===== src/rtl/lgates_pkg.sv =====
// Shared definitions for the switch/LED gate demo: gate mode codes and mode count.
package lgates_pkg;

    typedef logic [2:0] mode_t;

    localparam mode_t MODE_AND   = 3'd0;
    localparam mode_t MODE_OR    = 3'd1;
    localparam mode_t MODE_XOR   = 3'd2;
    localparam mode_t MODE_NAND  = 3'd3;
    localparam mode_t MODE_NOR   = 3'd4;
    localparam mode_t MODE_XNOR  = 3'd5;
    localparam mode_t MODE_NOTA  = 3'd6;
    localparam mode_t MODE_PASSA = 3'd7;

    localparam int NUM_MODES = 8;

endpackage


===== src/rtl/lgates_mode_unit_if.sv =====
// Board-side signal bundle: raw switches and button in, result and mode indicators out.
interface lgates_mode_unit_if #(
    parameter int W = 2
);
    // No valid/ready handshake: inputs are level signals sampled every cycle,
    // outputs are registered levels plus the one-cycle mode_chg pulse.
    logic [2*W-1:0] switch;
    logic           btn;
    logic [W-1:0]   led;
    logic [2:0]     mode_led;
    logic           mode_chg;

    modport master (
        output switch, btn,
        input  led, mode_led, mode_chg
    );

    modport slave (
        input  switch, btn,
        output led, mode_led, mode_chg
    );
endinterface


===== src/rtl/lgates_debounce.sv =====
// Two-flop synchroniser plus stable-count debouncer for one raw push-button.
module lgates_debounce #(
    parameter int DEB_CYCLES = 1000000
) (
    input  logic clk,
    input  logic rst,
    input  logic din,
    output logic dout
);
    localparam int CNT_W = $clog2(DEB_CYCLES + 1);

    logic             sync1;
    logic             btn_s;
    logic [CNT_W-1:0] cnt;

    // Any cycle where the synced input agrees with dout restarts the count,
    // so dout only moves after DEB_CYCLES consecutive disagreeing cycles.
    always_ff @(posedge clk or posedge rst) begin
        if (rst) begin
            sync1 <= 1'b0;
            btn_s <= 1'b0;
            cnt   <= '0;
            dout  <= 1'b0;
        end else begin
            sync1 <= din;
            btn_s <= sync1;
            if (btn_s == dout) begin
                cnt <= '0;
            end else if (cnt == CNT_W'(DEB_CYCLES - 1)) begin
                dout <= btn_s;
                cnt  <= '0;
            end else begin
                cnt <= cnt + CNT_W'(1);
            end
        end
    end

endmodule


===== src/rtl/lgates_mode_unit.sv =====
// Gate demo core: synchronised switch operands, button-cycled gate mode, registered LED result.
module lgates_mode_unit
    import lgates_pkg::*;
#(
    parameter int W          = 2,
    parameter int DEB_CYCLES = 1000000
) (
    input  logic               clk,
    input  logic               rst,
    lgates_mode_unit_if.slave  io
);
    logic [2*W-1:0] sw_m;
    logic [2*W-1:0] sw_s;
    logic [W-1:0]   a_s;
    logic [W-1:0]   b_s;
    logic [W-1:0]   op_res;
    logic           btn_db;
    logic           btn_dq;
    logic           press;
    mode_t          mode;
    mode_t          mode_nxt;

    lgates_debounce #(
        .DEB_CYCLES(DEB_CYCLES)
    ) u_btn_db (
        .clk  (clk),
        .rst  (rst),
        .din  (io.btn),
        .dout (btn_db)
    );

    assign a_s         = sw_s[W-1:0];
    assign b_s         = sw_s[2*W-1:W];
    assign press       = btn_db & ~btn_dq;
    assign mode_nxt    = (mode == mode_t'(NUM_MODES - 1)) ? MODE_AND : mode + 3'd1;
    assign io.mode_led = mode;

    always_comb begin
        op_res = '0;
        case (mode)
            MODE_AND:   op_res = a_s & b_s;
            MODE_OR:    op_res = a_s | b_s;
            MODE_XOR:   op_res = a_s ^ b_s;
            MODE_NAND:  op_res = ~(a_s & b_s);
            MODE_NOR:   op_res = ~(a_s | b_s);
            MODE_XNOR:  op_res = ~(a_s ^ b_s);
            MODE_NOTA:  op_res = ~a_s;
            MODE_PASSA: op_res = a_s;
            default:    op_res = '0;
        endcase
    end

    // led samples the mode register, so a mode step shows on led one edge after mode_led.
    always_ff @(posedge clk or posedge rst) begin
        if (rst) begin
            sw_m        <= '0;
            sw_s        <= '0;
            btn_dq      <= 1'b0;
            mode        <= MODE_AND;
            io.led      <= '0;
            io.mode_chg <= 1'b0;
        end else begin
            sw_m        <= io.switch;
            sw_s        <= sw_m;
            btn_dq      <= btn_db;
            io.led      <= op_res;
            io.mode_chg <= press;
            if (press) begin
                mode <= mode_nxt;
            end
        end
    end

endmodule

===== src/flat_wrapper.sv =====
// flat-port wrapper written by rule: the top's interface ports become plain ports
module lgates_mode_unit_flat import lgates_pkg::*;
#(
    parameter int W          = 2,
    parameter int DEB_CYCLES = 1000000
)
  (clk, rst, io_switch, io_btn, io_led, io_mode_led, io_mode_chg);
  lgates_mode_unit_if #(.W(W)) io_i ();
  input  logic clk;
  input  logic rst;
  input wire logic [$bits(io_i.switch)-1:0] io_switch;
  input wire logic [$bits(io_i.btn)-1:0] io_btn;
  output wire logic [$bits(io_i.led)-1:0] io_led;
  output wire logic [$bits(io_i.mode_led)-1:0] io_mode_led;
  output wire logic [$bits(io_i.mode_chg)-1:0] io_mode_chg;
  assign io_i.switch = io_switch;
  assign io_i.btn = io_btn;
  assign io_led = io_i.led;
  assign io_mode_led = io_i.mode_led;
  assign io_mode_chg = io_i.mode_chg;
  lgates_mode_unit #(.W(W), .DEB_CYCLES(DEB_CYCLES)) u_core (.clk(clk), .rst(rst), .io(io_i));
endmodule

===== config.mk =====
export PLATFORM = sky130hd
export DESIGN_NAME = lgates_mode_unit_flat
export DESIGN_NICKNAME = d
export VERILOG_FILES = /design/src/rtl/lgates_pkg.sv /design/src/rtl/lgates_mode_unit_if.sv /design/src/rtl/lgates_debounce.sv /design/src/rtl/lgates_mode_unit.sv /design/src/flat_wrapper.sv
export SDC_FILE = /design/constraint.sdc
export NUM_CORES = 1
export LEC_CHECK = 0
export CAP_MARGIN = 20
export CORE_UTILIZATION = 60
export CTS_BUF_LIST = sky130_fd_sc_hd__clkbuf_4
export DETAILED_ROUTE_END_ITERATION = 10
export PLACE_DENSITY_LB_ADDON = 0.12
export SYNTH_ARGS = -nofsm -noshare
export SYNTH_HDL_FRONTEND = slang
export SYNTH_SLANG_ARGS = --single-unit

===== constraint.sdc =====
create_clock -name clk -period 3.6 [get_ports clk]
set_input_delay 1.08 -clock clk [delete_from_list [all_inputs] [get_ports clk]]
set_output_delay 1.08 -clock clk [all_outputs]
set_load 0.02 [all_outputs]

* Yosys cells after proc, flatten, opt, wreduce, memory -nomap -nowiden
Cells that the tools add are included.
** Word-level totals
- Bits in registers :: 38
- Latch bits :: 0
- Bits in writable memories :: 0
- ROM bits :: 0
- Output and inout port bits :: 6
- Word-level logic and storage cells :: 37
- Memories :: 0
** Cells by class
- Add/subtract/negate cells :: 2
- Multipliers :: 0
- Divide/modulo/power cells :: 0
- Magnitude comparators :: 0
- Eq/ne operators :: 9
- Shift-type cells :: 0
- Muxes and demuxes :: 4
- Bitwise logic cells :: 10
- Reductions and logical operators :: 2
** Operators by type and width (count)
- 20-bit 2-to-1 mux :: 2
- 20-bit by 1-bit adder with 20-bit output (second input constant) :: 1
- 20-bit == test (second input constant) :: 1
- 2-bit case mux with 8 select lines :: 1
- 3-bit == test (second input constant) :: 4
- 2-bit inverter :: 4
- 3-bit by 2-bit == test with 1-bit output (second input constant) :: 2
- 3-bit by 1-bit adder with 3-bit output (second input constant) :: 1
- 3-bit by 1-bit == test with 1-bit output (second input constant) :: 1
- 3-bit logical NOT :: 1
- 3-bit 2-to-1 mux :: 1
- 2-bit bitwise AND :: 1
- 1-bit inverter :: 2
- 2-bit bitwise OR :: 1
- 2-bit AND reduction :: 1
- 2-bit bitwise XOR :: 1
- 1-bit bitwise AND :: 1
- 1-bit == test :: 1

* Longest topological paths before layout
Gate-level depths: netlist of the first run.
- Word-level depth :: 3
- Depth in mapped cells :: 7
- Mapped depth without buffers :: 6

* Cells and area by module
Synthesis of the first run repeated with hierarchy kept, for this count alone.
** Second synthesis, totals
- Cell total of the unflattened synthesis :: 169
- Area total of the unflattened synthesis :: 1826.8 sq um
** Modules (own cells, without submodules)
- lgates_debounce :: instances 1, cells an instance 109, area each 1118.6 sq um, seq. area each 575.6 sq um
- lgates_mode_unit :: instances 1, cells an instance 60, area each 708.2 sq um, seq. area each 375.4 sq um

* Worst setup path after synthesis of the first run
No wires, ideal clock.
- Kind :: register to register
- From :: register u_core.u_btn_db.cnt[12]
- To :: register u_core.u_btn_db.dout
- Data arrival time :: 1921 ps
- Required time :: 3472 ps
- Slack :: 1552 ps
- Stages on the path, launching flop included :: 5
- Clock period less this slack :: 2048 ps
- Path through :: dfrtp_1 or4_1 or4_4 nor2_1 mux2_1
** Between the ends
- Longest elaborated chain between the ends :: 2
** RTL lines
- start, declared :: RTL line lgates_debounce.sv:14 : logic [CNT_W-1:0] cnt;
- start signal, assigned :: RTL line lgates_debounce.sv:33 : cnt <= cnt + CNT_W'(1);
- 20-bit == test :: RTL line lgates_debounce.sv:29 : end else if (cnt == CNT_W'(DEB_CYCLES - 1)) begin
- 2-bit AND reduction (no source line)
- end signal, assigned :: RTL line lgates_debounce.sv:30 : dout <= btn_s;
- end, declared :: RTL line lgates_debounce.sv:8 : output logic dout
No other way between the ends.
A chain may end at the register's enable or synchronous reset.

* Worst setup path in the final report of the first run
- From :: register u_core.mode[2], in the netlist u_core.io.mode_led[2]
- To :: output port io_mode_led[2]
** RTL lines
- start, declared :: RTL line lgates_mode_unit.sv:20 : mode_t mode;
- start signal, assigned :: RTL line lgates_mode_unit.sv:69 : mode <= mode_nxt;
- end, declared :: RTL line flat_wrapper.sv:14 : output wire logic [$bits(io_i.mode_led)-1:0] io_mode_led;
No word-level cell between the ends.

==> results.md, run 1 <==
- Layout Area Growth over Synthesis: 11.2%
- Clock tree buffer depth: 2
- Maximum achievable frequency: 0.390 GHz
- Initial Util: 64.0%
- Die height: 56.7 microns
- Worst r2r dst: u_core.u_btn_db.dout$_DFFE_PP0P_
- Cells after Synth: 173
- First-pass GRT wire length: 5.28 mm
- Clk_skew: 0.00854 ns
- CP Cell Sequence: clkdlybuf4s50_1
- Final hold viol count: 0
- 1st-pass router iterations: 8
- Mapped Area: 1800 sq um
- TritonCTS buffer count: 5
- Syn avg cell area: 10.4 sq um
- Failing checks: DRC
- Buffers plus inverters on the worst setup path: 1
- Delay-heaviest family, CP: buffers and inverters
- R2r worst-path depth: 4
- Crit path capture type: output port
- Setup total negative slack: 0 ns
- Top_reg_cell synth: dfrtp_1
- Worst VDD drop: 221 uV
- Clock latency on the worst-skew pair: 0.34 ns
- Setup crit start: u_core.io.mode_led[2]$_DFFE_PP0P_
- Hold path cells: 0
- Reg2reg setup slack: 1.44 ns
- Fin nets: 208
- CTS Root Cell: clkbuf_4
- Layout cells sized above 1: 5.76%
- Final WL: 2.89 mm
- Vias in the first global route: 1,219
- Slew headroom: 61.0%
- Via/cell ratio: 5.56
- Die ar.: 3220 sq um
- Core Util, Final: 71.2%
- Final worst path period need: 2.56 ns
- Synth cell types: 30
- Routed Antenna Nets: 0
- Seq. cell area: 951 sq um
- Vias: 1,235
- Initial antenna violation count: 0
- RSZ-0062 raised after global routing: no
- Tcrit/Tclk final: 71.1%
- Die Width: 56.7 microns
- Synthesized net count: 191
- Drt first-iter violations: 59
- DRC Markers: 2
- Critical-path cell with the highest stage delay: clkdlybuf4s50_1
- Fin Hold WS: 0.358 ns
- Hold path endpoint: u_core.sw_s[2]$_DFF_PP0_
- Final Instance Count excl. Fillers: 222
- Yosys warning total: 0
- H-tree depth: 2
- Clock sink count: 38
- Largest net degree at the start of global routing: 39
- Final Wtd Congestion: 0.863
- Arrival @ worst endpoint: 1.48 ns
- Overflow left after global routing: 0
- Min-delay src: u_core.sw_m[2]$_DFF_PP0_
- Commonest cells after routing, fill and taps aside: 38 x dfrtp_1, 25 x nor2_1, 18 x inv_1
- CTS tree: built
- Critical Path RT: 2.52 ns
- CTS Hold Bufs: 0
- Leak: 0.862 nW
- Post-CTS Setup Repair Bufs: 0
- Ports: 13
- Critical path class: reg -> out
- Crit start category: flip-flop
- Core Area: 2810 sq um
- Seq cells post-synth: 38
- Resized cells post-CTS: 0
- Status: finished, violations left
- Area used by multi-input combinational logic: 758 sq um
- Final Setup Violations: 0
- Slew @ Worst Pin: 0.580 ns
- Rows: 19
- Leading cell type in the layout, fill and taps excluded: dfrtp_1
- N_diodes: 0
- Wire per inst: 13.0 microns
- Number of flops mapped to enable cells by yosys: 0
- Share of the yosys chip area belonging to registers: 53.0%
- Slew Limit Fails: 0
- Dpl hpwl: 2.06 mm
- MaxCap Viol Count: 0
- Overall routing resource usage: 21.8%
- Max incr delay on CP: 0.65 ns
- Worst R2R Start: u_core.u_btn_db.cnt[12]$_DFF_PP0_
- CTS clk-pin slew, worst paths: 0.10 ns
- Hold WC Path Type: reg -> reg
- Async S/R FF share, synth: 100%
- Port bufs: 12
- Placed insts: 214
- Worst Path Max Fanout: 9
- Pwr/cell area: 345 nW/um^2
- # fillers: 218
## flip-flops by register name, summed over array words and instances, names as in the netlist
name                   count
u_core.u_btn_db.btn_s      1
u_core.u_btn_db.cnt       20
u_core.io.led              2
u_core.io.mode_chg         1
u_core.u_btn_db.sync1      1
u_core.sw_s                4
u_core.u_btn_db.dout       1
u_core.sw_m                4
u_core.btn_dq              1
u_core.io.mode_led         3
## stage by stage
step	total power [mW]	area, sq um	setup slack (ns)
after global placement	0.486	1940	1.41
after floorplan	0.472	1800	1.55
after detailed placement	0.487	1940	1.41
after CTS	0.700	2000	1.02
after global routing	0.722	2000	0.957
final	0.689	2000	1.04
## cell type report
| class | instances | share of cell area [%] |
|---|---|---|
| flip-flops and latches | 38 | 47.6 |
| repair buffers | 13 | 6.39 |
| well taps | 31 | 1.94 |
| clock buffers | 6 | 2.26 |
| clock inverters | 2 | 0.439 |
| inverters | 18 | 3.38 |
| multi-input cells | 114 | 38.0 |
## worst reg2reg max path, stage by stage (launching register included)
cell	delay [ns]
dfrtp_1	0.45
or4_1	0.53
or4_4	0.52
nor2_1	0.22
mux2_1	0.35
## cells in the mapped netlist (2+ instances only)
master,instances,area (sq um)
inv_1,18,67.6
ha_1,11,138
nor3_1,6,30.0
nand4_1,5,31.3
clkbuf_1,2,7.51
nand3_1,5,25.0
xor2_1,2,17.5
xnor2_1,14,123
nand2_1,12,45.0
mux2i_1,3,30.0
dfrtp_1,38,951
a221oi_1,2,17.5
nor2_1,25,93.8
and3_1,2,12.5
a21oi_1,3,15.0
o21ai_0,6,30.0
nor4_1,6,37.5
## cells by family (layout without fill, tap and decap cells)
logic type	Yosys count	after routing	share of synthesized area, %
simple gates	66	66	17.8
flops	38	38	53.0
buf+inv	21	39	4.81
compound gates	17	17	6.69
xor+xnor	16	16	7.81
fa+ha+maj	11	11	7.67
mux	4	4	2.30
## layer usage
| metal | vias up | global-route usage (%) | wire (microns) |
|---|---|---|---|
| met5 | - | 0 | 0 |
| met2 | 31 | 34.5 | 1380 |
| met4 | 0 | 8.93 | 41 |
| li1 | 614 | - | - |
| met3 | 7 | 7.14 | 122 |
| met1 | 583 | 27.4 | 1350 |
## how the worst max path moves through the flow
stage | slack (ns) | end | depth (start not counted)
3_5_place_dp | 1.41 | io_mode_led[2] | 1
6_report | 1.04 | io_mode_led[2] | 1
5_1_grt | 0.96 | io_mode_led[2] | 1
2_1_floorplan | 1.55 | u_core.u_btn_db.dout$_DFFE_PP0P_ | 4
4_1_cts | 1.02 | io_mode_led[2] | 1
3_3_place_gp | 1.41 | io_mode_led[2] | 1
## power by group
group / internal (mW) / leakage [nW] / switching [mW]
clock network: 0.0809 / 0.0331 / 0.130
registers: 0.436 / 0.503 / 0.00553
logic: 0.0155 / 0.326 / 0.0207
(Power assumes the default switching activity.)
==> inputs of run 2 (changes only) <==
==> constraint.sdc (replaced) <==
create_clock -name clk -period 2.49 [get_ports clk]
set_input_delay 0.747 -clock clk [delete_from_list [all_inputs] [get_ports clk]]
set_output_delay 0.747 -clock clk [all_outputs]
set_load 0.02 [all_outputs]
==> run 2 against run 1 <==
Against the previous run:
- total power rose by 74%
- largest power group unchanged
- clock skew is 0.0011 ns lower
- design area is 2.8% higher
- the flow still finishes with violations (DRC)
- largest cell class unchanged
- sequential power is 45% higher
- final cell count grew 0.45%
- clock power increased by 140%
==> results.md, run 2 (same netlist as run 1, synthesis figures left out) <==
- Placed cell area: 1950 sq um
- Largest register FFs: 20
- CTS clk-pin slew, worst paths: 0.11 ns
- Largest net degree at the start of global routing: 39
- Failing checks: DRC
- Hold path endpoint: u_core.sw_s[1]$_DFF_PP0_
- Clock tree buffer depth: 2
- Layout cells sized above 1: 6.25%
- Worst r2r dst: u_core.u_btn_db.dout$_DFFE_PP0P_
- Vias in the first global route: 1,262
- Switching fraction of total power: 19.8%
- Core Area: 2810 sq um
- Pwr/cell area: 585 nW/um^2
- MaxCap Viol Count: 0
- Maximum achievable frequency: 0.441 GHz
- Total Power: 1.20 mW
- Die Width: 56.7 microns
- Leak: 0.886 nW
- Switching pwr: 0.237 mW
- Post-CTS Setup Repair Bufs: 0
- Wire per inst: 13.7 microns
- Final worst path period need: 2.27 ns
- First-pass GRT wire length: 5.46 mm
- Seq pwr share: 53.3%
- Routed Antenna Nets: 0
- CTS Root Cell: clkbuf_4
- CTS tree: built
- Layout Area Growth over Synthesis: 14.3%
- Min-delay src: u_core.sw_m[1]$_DFF_PP0_
- Hold path cells: 0
- Critical Path RT: 1.74 ns
- Clock latency on the worst-skew pair: 0.34 ns
- Clk_skew: 0.00741 ns
- Drt first-iter violations: 71
- Reg with most FFs: u_core.u_btn_db.cnt
- Die height: 56.7 microns
- Initial antenna violation count: 0
- Largest regs: u_core.u_btn_db.cnt: 20 flops, u_core.sw_m: 4 flops, u_core.sw_s: 4 flops
- CTS Hold Bufs: 0
- Delay-heaviest family, CP: buffers and inverters
- Die ar.: 3220 sq um
- Initial Util: 64.0%
- Final hold viol count: 0
- Buffers plus inverters on the worst setup path: 1
- Area used by multi-input combinational logic: 758 sq um
- H-tree depth: 2
- Port bufs: 12
- DRC Markers: 3
- Max incr delay on CP: 0.66 ns
- Slew @ Worst Pin: 0.612 ns
- Status: finished, violations left
- Overflow left after global routing: 0
- Worst Path Max Fanout: 9
- Dpl hpwl: 2.20 mm
- Critical-path cell with the highest stage delay: clkdlybuf4s50_1
- Setup total negative slack: 0 ns
- # fillers: 207
- Vias: 1,279
- Ports: 13
- Commonest cells after routing, fill and taps aside: 38 x dfrtp_1, 25 x nor2_1, 18 x inv_1
- Final Setup Violations: 0
- Post-Layout Inst Area: 2050 sq um
- Tcrit/Tclk final: 91.0%
- CP Cell Sequence: clkdlybuf4s50_1
- Logic pwr share: 4.4%
- Final Instance Count excl. Fillers: 223
- Reg2reg setup slack: 0.30 ns
- Arrival @ worst endpoint: 1.52 ns
- Rows: 19
- Hold WC Path Type: reg -> reg
- Final Wtd Congestion: 0.868
- Fin nets: 209
- Clock sink count: 38
- Critical path class: reg -> out
- Crit path capture type: output port
- Seq. cell area: 951 sq um
- P_int: 0.962 mW
- Slew headroom: 58.8%
- N_diodes: 0
- TritonCTS buffer count: 5
- RSZ-0062 raised after global routing: no
- Crit start category: flip-flop
- Leading cell type in the layout, fill and taps excluded: dfrtp_1
- Placed insts: 215
- Resized cells post-CTS: 0
- Worst VDD drop: 359 uV
- Slew Limit Fails: 0
- 1st-pass router iterations: 7
- R2r worst-path depth: 4
- Clock Power Share: 42.4%
- Overall routing resource usage: 22.5%
- Worst R2R Start: u_core.u_btn_db.cnt[12]$_DFF_PP0_
- Via/cell ratio: 5.74
- Final WL: 3.05 mm
## run 2: cell types whose count changed in the layout (fill, tap and decap cells not counted)
cell       delta
bufinv_16     +2
clkinv_2      -1
clkbuf_4      -1
buf_4         +1
## run 2: worst max-delay path by stage
stage	startpoint	end	cells past startpoint
6_report	u_core.io.mode_led[2]$_DFFE_PP0P_	io_mode_led[2]	1
2_1_floorplan	u_core.u_btn_db.cnt[12]$_DFF_PP0_	u_core.u_btn_db.dout$_DFFE_PP0P_	4
5_1_grt	u_core.u_btn_db.cnt[12]$_DFF_PP0_	u_core.u_btn_db.dout$_DFFE_PP0P_	4
4_1_cts	u_core.io.mode_led[2]$_DFFE_PP0P_	io_mode_led[2]	1
3_5_place_dp	u_core.u_btn_db.cnt[12]$_DFF_PP0_	u_core.u_btn_db.dout$_DFFE_PP0P_	4
3_3_place_gp	u_core.u_btn_db.cnt[12]$_DFF_PP0_	u_core.u_btn_db.dout$_DFFE_PP0P_	4
## run 2: layer usage
| layer | track usage, % | vias up | share of wire, % |
|---|---|---|---|
| met5 | 0 | - | 0 |
| li1 | - | 619 | - |
| met4 | 8.57 | 0 | 1.1 |
| met3 | 6.22 | 4 | 3.1 |
| met2 | 38.3 | 24 | 52 |
| met1 | 27.2 | 632 | 44 |
## run 2: layout make-up
class | instances | area share, %
Sequential cell | 38 | 46.3
Inverter | 18 | 3.29
Tap cell | 31 | 1.89
Clock inverter | 3 | 3.11
Multi-Input combinational cell | 114 | 37.0
Clock buffer | 5 | 1.83
Timing Repair Buffer | 14 | 6.59
## run 2: power groups by stage
stage	registers [mW]	logic, mW	clock network [mW]
2_1_floorplan	0.651	0.0321	0
3_3_place_gp	0.650	0.0515	0
3_5_place_dp	0.651	0.0542	0
4_1_cts	0.639	0.0544	0.516
5_1_grt	0.640	0.0613	0.540
6_report	0.639	0.0526	0.508
## run 2: through the flow
step	worst slack (ns)	hold slack (ns)	util (%)
finish	0.223	0.360	73.1
global route	0.166	0.366	73.1
CTS	0.217	0.362	73.1
detailed placement	0.327	0.335	69.5
global placement	0.397	0.334	69.5
floorplan	0.442	0.331	-
